--- src/rtl/mem_copy_engine_if.sv ---
// mem_copy_engine_if: command handshake and DataMemory bus of the copy/fill engine
interface mem_copy_engine_if #(
   parameter int ADDR_WIDTH = 32,
   parameter int DATA_WIDTH = 32,
   parameter int LEN_WIDTH  = 8
);
   logic                  start;
   logic                  mode;
   logic [ADDR_WIDTH-1:0] src;
   logic [ADDR_WIDTH-1:0] dst;
   logic [LEN_WIDTH-1:0]  len;
   logic [DATA_WIDTH-1:0] fill_val;
   logic [DATA_WIDTH-1:0] mem_rd;
   logic [ADDR_WIDTH-1:0] mem_addr;
   logic [DATA_WIDTH-1:0] mem_wd;
   logic                  mem_we;
   logic                  busy;
   logic                  done;
   logic                  err;
   logic [15:0]           checksum;
   modport master (
      input  start, mode, src, dst, len, fill_val, mem_rd,
      output mem_addr, mem_wd, mem_we, busy, done, err, checksum
   );
   modport slave (
      output start, mode, src, dst, len, fill_val, mem_rd,
      input  mem_addr, mem_wd, mem_we, busy, done, err, checksum
   );
endinterface

--- src/rtl/mem_copy_engine.sv ---
// mem_copy_engine: block COPY/FILL initiator for the single-port DataMemory; MEMCPY_CHECKSUM_EN adds a written-word checksum.
module mem_copy_engine #(
   parameter int ADDR_WIDTH = 32,
   parameter int DATA_WIDTH = 32,
   parameter int LEN_WIDTH  = 8,
   parameter int MEM_DEPTH  = 100
) (
   input  logic                 CLK,
   input  logic                 RST,
   mem_copy_engine_if.master    bus
);
   typedef enum logic [2:0] {IDLE, READ, WRITE, FILL, FINISH} state_t;
   localparam logic [ADDR_WIDTH:0] DEPTH = (ADDR_WIDTH+1)'(MEM_DEPTH);
   state_t                state_q, state_d;
   logic [ADDR_WIDTH-1:0] src_q, dst_q;
   logic [LEN_WIDTH-1:0]  len_q, idx_q;
   logic [DATA_WIDTH-1:0] fill_q, hold_q, wd;
   logic                  err_q, we, accept, range_err, last;
   logic [ADDR_WIDTH:0]   src_end, dst_end;
   // end-of-range sums carry one extra bit so a wrapping base is still rejected
   assign src_end   = {1'b0, bus.src} + (ADDR_WIDTH+1)'(bus.len);
   assign dst_end   = {1'b0, bus.dst} + (ADDR_WIDTH+1)'(bus.len);
   assign range_err = dst_end > DEPTH || (!bus.mode && src_end > DEPTH);
   assign accept    = state_q == IDLE && bus.start;
   assign last      = idx_q == len_q - LEN_WIDTH'(1);
   always_comb begin
      state_d = state_q;
      case (state_q)
         IDLE:    if (bus.start) state_d = (range_err || bus.len == '0) ? FINISH : bus.mode ? FILL : READ;
         READ:    state_d = WRITE;
         WRITE:   state_d = last ? FINISH : READ;
         FILL:    state_d = last ? FINISH : FILL;
         default: state_d = IDLE;
      endcase
   end
   always_comb begin
      we           = state_q == WRITE || state_q == FILL;
      wd           = state_q == WRITE ? hold_q : state_q == FILL ? fill_q : '0;
      bus.mem_we   = we;
      bus.mem_wd   = wd;
      bus.mem_addr = state_q == READ ? src_q + ADDR_WIDTH'(idx_q) : we ? dst_q + ADDR_WIDTH'(idx_q) : '0;
      bus.busy     = we || state_q == READ;
      bus.done     = state_q == FINISH;
      bus.err      = state_q == FINISH && err_q;
   end
   always_ff @(posedge CLK) begin
      if (!RST) begin
         state_q <= IDLE;
         idx_q   <= '0;
         err_q   <= 1'b0;
      end else begin
         state_q <= state_d;
         if (accept) begin
            src_q  <= bus.src;
            dst_q  <= bus.dst;
            len_q  <= bus.len;
            fill_q <= bus.fill_val;
            err_q  <= range_err;
            idx_q  <= '0;
         end else if (we) idx_q <= idx_q + LEN_WIDTH'(1);
         if (state_q == READ) hold_q <= bus.mem_rd;
      end
   end
`ifdef MEMCPY_CHECKSUM_EN
   logic [15:0] csum_q;
   always_ff @(posedge CLK) begin
      if (!RST) csum_q <= '0;
      else if (accept) csum_q <= '0;
      else if (we) csum_q <= csum_q + wd[15:0];
   end
   assign bus.checksum = csum_q;
`else
   assign bus.checksum = 16'd0;
`endif
endmodule

--- src/flat_wrapper.sv ---
// flat-port wrapper written by rule: the top's interface ports become plain ports
module mem_copy_engine_flat 
#(
   parameter int ADDR_WIDTH = 32,
   parameter int DATA_WIDTH = 32,
   parameter int LEN_WIDTH  = 8,
   parameter int MEM_DEPTH  = 100
)
  (CLK, RST, bus_start, bus_mode, bus_src, bus_dst, bus_len, bus_fill_val, bus_mem_rd, bus_mem_addr, bus_mem_wd, bus_mem_we, bus_busy, bus_done, bus_err, bus_checksum);
  mem_copy_engine_if #(.ADDR_WIDTH(ADDR_WIDTH), .DATA_WIDTH(DATA_WIDTH), .LEN_WIDTH(LEN_WIDTH)) bus_i ();
  input  logic CLK;
  input  logic RST;
  input wire logic [$bits(bus_i.start)-1:0] bus_start;
  input wire logic [$bits(bus_i.mode)-1:0] bus_mode;
  input wire logic [$bits(bus_i.src)-1:0] bus_src;
  input wire logic [$bits(bus_i.dst)-1:0] bus_dst;
  input wire logic [$bits(bus_i.len)-1:0] bus_len;
  input wire logic [$bits(bus_i.fill_val)-1:0] bus_fill_val;
  input wire logic [$bits(bus_i.mem_rd)-1:0] bus_mem_rd;
  output wire logic [$bits(bus_i.mem_addr)-1:0] bus_mem_addr;
  output wire logic [$bits(bus_i.mem_wd)-1:0] bus_mem_wd;
  output wire logic [$bits(bus_i.mem_we)-1:0] bus_mem_we;
  output wire logic [$bits(bus_i.busy)-1:0] bus_busy;
  output wire logic [$bits(bus_i.done)-1:0] bus_done;
  output wire logic [$bits(bus_i.err)-1:0] bus_err;
  output wire logic [$bits(bus_i.checksum)-1:0] bus_checksum;
  assign bus_i.start = bus_start;
  assign bus_i.mode = bus_mode;
  assign bus_i.src = bus_src;
  assign bus_i.dst = bus_dst;
  assign bus_i.len = bus_len;
  assign bus_i.fill_val = bus_fill_val;
  assign bus_i.mem_rd = bus_mem_rd;
  assign bus_mem_addr = bus_i.mem_addr;
  assign bus_mem_wd = bus_i.mem_wd;
  assign bus_mem_we = bus_i.mem_we;
  assign bus_busy = bus_i.busy;
  assign bus_done = bus_i.done;
  assign bus_err = bus_i.err;
  assign bus_checksum = bus_i.checksum;
  mem_copy_engine #(.ADDR_WIDTH(ADDR_WIDTH), .DATA_WIDTH(DATA_WIDTH), .LEN_WIDTH(LEN_WIDTH), .MEM_DEPTH(MEM_DEPTH)) u_core (.CLK(CLK), .RST(RST), .bus(bus_i));
endmodule
--- config.mk ---
export PLATFORM = sky130hd
export DESIGN_NAME = mem_copy_engine_flat
export DESIGN_NICKNAME = d
export VERILOG_FILES = /design/src/rtl/mem_copy_engine_if.sv /design/src/rtl/mem_copy_engine.sv /design/src/flat_wrapper.sv
export SDC_FILE = /design/constraint.sdc
export NUM_CORES = 1
export LEC_CHECK = 0
export ABC_CLOCK_PERIOD_IN_PS = 8530
export CORE_MARGIN = 10
export CORE_UTILIZATION = 50
export DETAILED_ROUTE_END_ITERATION = 10
export PLACE_DENSITY = 0.84
export SLEW_MARGIN = 10
export SYNTH_ARGS = -nofsm -noshare
export SYNTH_HDL_FRONTEND = slang
export SYNTH_SLANG_ARGS = --single-unit
export TNS_END_PERCENT = 10
--- constraint.sdc ---
create_clock -name CLK -period 8.53 [get_ports CLK]
set_clock_uncertainty 0.05 [all_clocks]
set_input_delay 2.1325 -clock CLK [delete_from_list [all_inputs] [get_ports CLK]]
set_output_delay 2.1325 -clock CLK [all_outputs]
set_load 0.05 [all_outputs]
==> impl_metrics.toml <==
[route]
vias_per_cell = 5.95
drt-initial-drc-count = 630
highest_layer = "met4"
wl_mm = 27.7
post-route-drc-count = 0
drt-met1-wl_mm = 11.0
vias = 7584
wl_met3_mm = 2.25
antenna_left = 0
dr.pass1.iters = 5
met2WireLength_mm = 13.7
wl_per_cell_um = 21.7

[yosys]
seq_area_frac_synth_pct = 47.9
ys_seq_elements = 148
syn_area_per_cell_um2 = 11.0
synth_ff_type = "edfxtp_1"
synth_area_um2 = 9030
yosysUniqueCellTypes = 87
synth_top_area_share_pct = 45.2
ys_warn_count = 0
async_reset_ff_share_pct = 0
synth_edf_count = 136
synthesis.instances = 825
synth_area_leader_cell = "edfxtp_1"
synth.area.top_cells = "edfxtp_1 (45%), xnor2_1 (5.5%), ha_1 (4.7%), xor2_1 (3.5%), a22o_1 (3.1%)"

[clock_network]
cts_buffers = 17
post-cts-setup-buffers = 0
ctsHoldBuffers = 0
tritoncts = "built"
clk_pin_slew_ns = 0.06
ctsResizeCount = 0
clk_latency_ns = 0.42
cts.sinks = 148
root_buffer = "clkbuf_16"
cts_buffer_depth = 2
cts.htree.levels = 4

[sta]
slew_headroom_pct = 22.8
fmax_mhz = 155
post-route-min-period_ns = 6.47
finalSetupTns_ns = 0
hold_viol = 0
setup_viol = 0
min_period_over_period_pct = 75.8
slew_violations = 0
rsz0062_at_grt = "no"
setup_slack_ns = 2.06
tightestPinTransition_ns = 1.15

[setup_path]
crit_required_ns = 6.35
crit_slowest_cell = "clkdlybuf4s50_1"
crit_chain = "ha_1 > inv_1 > fa_1 > nor2b_1 > o21ai_1 > a21oi_1 > o21ai_1 > a21boi_1 > o21ai_1 > buf_4 > a2111oi_0 > xnor2_1 > o22ai_1 > clkdlybuf4s50_1"
cp-start-kind = "flop"
critical-path-max-stage-delay_ns = 0.86
critical-path-top-delay-family = "compound AO/OA/AOI/OAI gates"
crit_type = "flop to output pin"
crit_fanout = 12
cp-end-kind = "output pin"
crit_arrival_ns = 4.28
critical_path.most_common_cell = "o21ai_1"
critPathBufInv = 3

[die]
core_area_um2 = 17800
dieArea_um2 = 23800
die_h_um = 154
start_util_pct = 50.6
fp-row-count = 49
die_w_um = 154
ios = 224

[placed_design]
gp_congestion = 0.993
dp_slack_ns = 2.54
io_buffers = 207
hpwlAfterDp_mm = 21.8

[layout]
diodes = 0
layout-drive-gt1-share_pct = 7.37
final_nets = 1210
area_growth_pct = 32.0

[job]
maxCapViolations = 0

[power_and_ir_drop]
worst_ir_drop_vdd_mv = 0.161
power_leakage_nw = 4.15
power.density_nw_per_um2 = 157

[global_routing]
grt.overflow.total = 0
grt_max_degree = 79
track_usage_pct = 22.4
grt_pass1_vias = 7491
grt_pass1_wl_mm = 42.5
antenna_found_initial = 0

[status]
status = "finished, final reports clean"

[min_path]
hold_path_class = "flop to flop"
==> cells in the mapped netlist (all sizes together), types with 20 or more instances <==
library cell  number
clkbuf            24
inv               32
nand4             20
nor2              42
edfxtp           136
ha                34
xor2              36
nand2             54
xnor2             57
and3              20
o21ai             31
a21oi             34
o22ai             32
nor3              23
a22o              32
nand3             37
==> state kept, by name, summed over array words and instances, names as in the netlist <==
register and count:
u_core.idx_q 8, u_core.state_q 3, u_core.len_q 8, u_core.err_q 1, u_core.fill_q 32, u_core.dst_q 32, u_core.src_q 32, u_core.hold_q 32
==> layout make-up <==
class	count	area (um2)
Multi-Input combinational cell	618	4440
Clock buffer	17	425
Fill cell	1380	5910
Tap cell	229	287
Timing Repair Buffer	214	2120
Inverter	33	124
Clock inverter	15	206
Sequential cell	148	4320
==> per-layer routing <==
metal | global-route usage, % | vias to the layer above
met1 | 27.2 | 3600
met2 | 37.9 | 356
met5 | 0 | -
met4 | 7.96 | 0
met3 | 5.57 | 53
li1 | - | 3575
==> worst register-to-register path: cells and delay by family (launching register included) <==
kind | cells | cell delay [ns]
and+or+nand+nor | 3 | 1.20
buffers and inverters | 1 | 0.89
DFF | 1 | 0.35
==> path summary, 6_finish.rpt <==
kind                                to  cells after the start                            from  slack [ns]
max                   bus_mem_addr[30]                     14    u_core.idx_q[0]$_SDFFE_PP0P_        2.06
min          u_core.err_q$_SDFFE_PN0P_                      2       u_core.err_q$_SDFFE_PN0P_        0.47
max reg2reg  u_core.src_q[1]$_DFFE_PP_                      4  u_core.state_q[0]$_SDFFE_PN0P_        5.61
min reg2reg  u_core.err_q$_SDFFE_PN0P_                      2       u_core.err_q$_SDFFE_PN0P_        0.47
==> layout by cell type, fill, tap and decap left out, types with 17 or more instances in the layout <==
cell and count:
and3_1 20, nand3_1 36, a22o_1 32, clkdlybuf4s50_1 207, nor3_1 21, inv_1 32
nand4_1 20, nand2_1 53, xor2_1 36, xnor2_1 57, ha_1 34, o22ai_1 32
nor2_1 37, edfxtp_1 136, clkbuf_16 17, o21ai_0 22, a21oi_1 30
==> metrics by stage <==
stage / total power [W] / utilization (%) / instance area [um2] / std cells / hold slack (ns)
floorplan: 0.000979 / - / 9090 / 840 / 0.440
global placement: 0.00108 / 63.3 / 11300 / 1242 / 0.470
detailed placement: 0.00109 / 63.3 / 11300 / 1242 / 0.467
CTS: 0.00189 / 66.9 / 11900 / 1274 / 0.473
global route: 0.00194 / 66.9 / 11900 / 1274 / 0.528
finish: 0.00188 / 66.9 / 11900 / 1274 / 0.472
==> power by group <==
| part | internal [W] | total, W | switching [W] | leakage (nW) |
|---|---|---|---|---|
| Combinational | 0.000110 | 0.000243 | 0.000132 | 2.49 |
| Clock | 0.000475 | 0.000798 | 0.000323 | 0.309 |
| Sequential | 0.000820 | 0.000835 | 0.0000143 | 1.35 |
| Total | 0.00141 | 0.00188 | 0.000470 | 4.15 |
==> cell families after synthesis <==
family | synth area share, %
and+or+nand+nor | 15.2
AOI/OAI and AO/OA | 17.4
DFF | 47.9
xor gates and xnor gates | 9.02
buffers and inverters | 3.77
adders and majority gates | 5.59
muxes | 1.19
other | 0.0415
No activity file was read; power rests on OpenSTA's default activity.
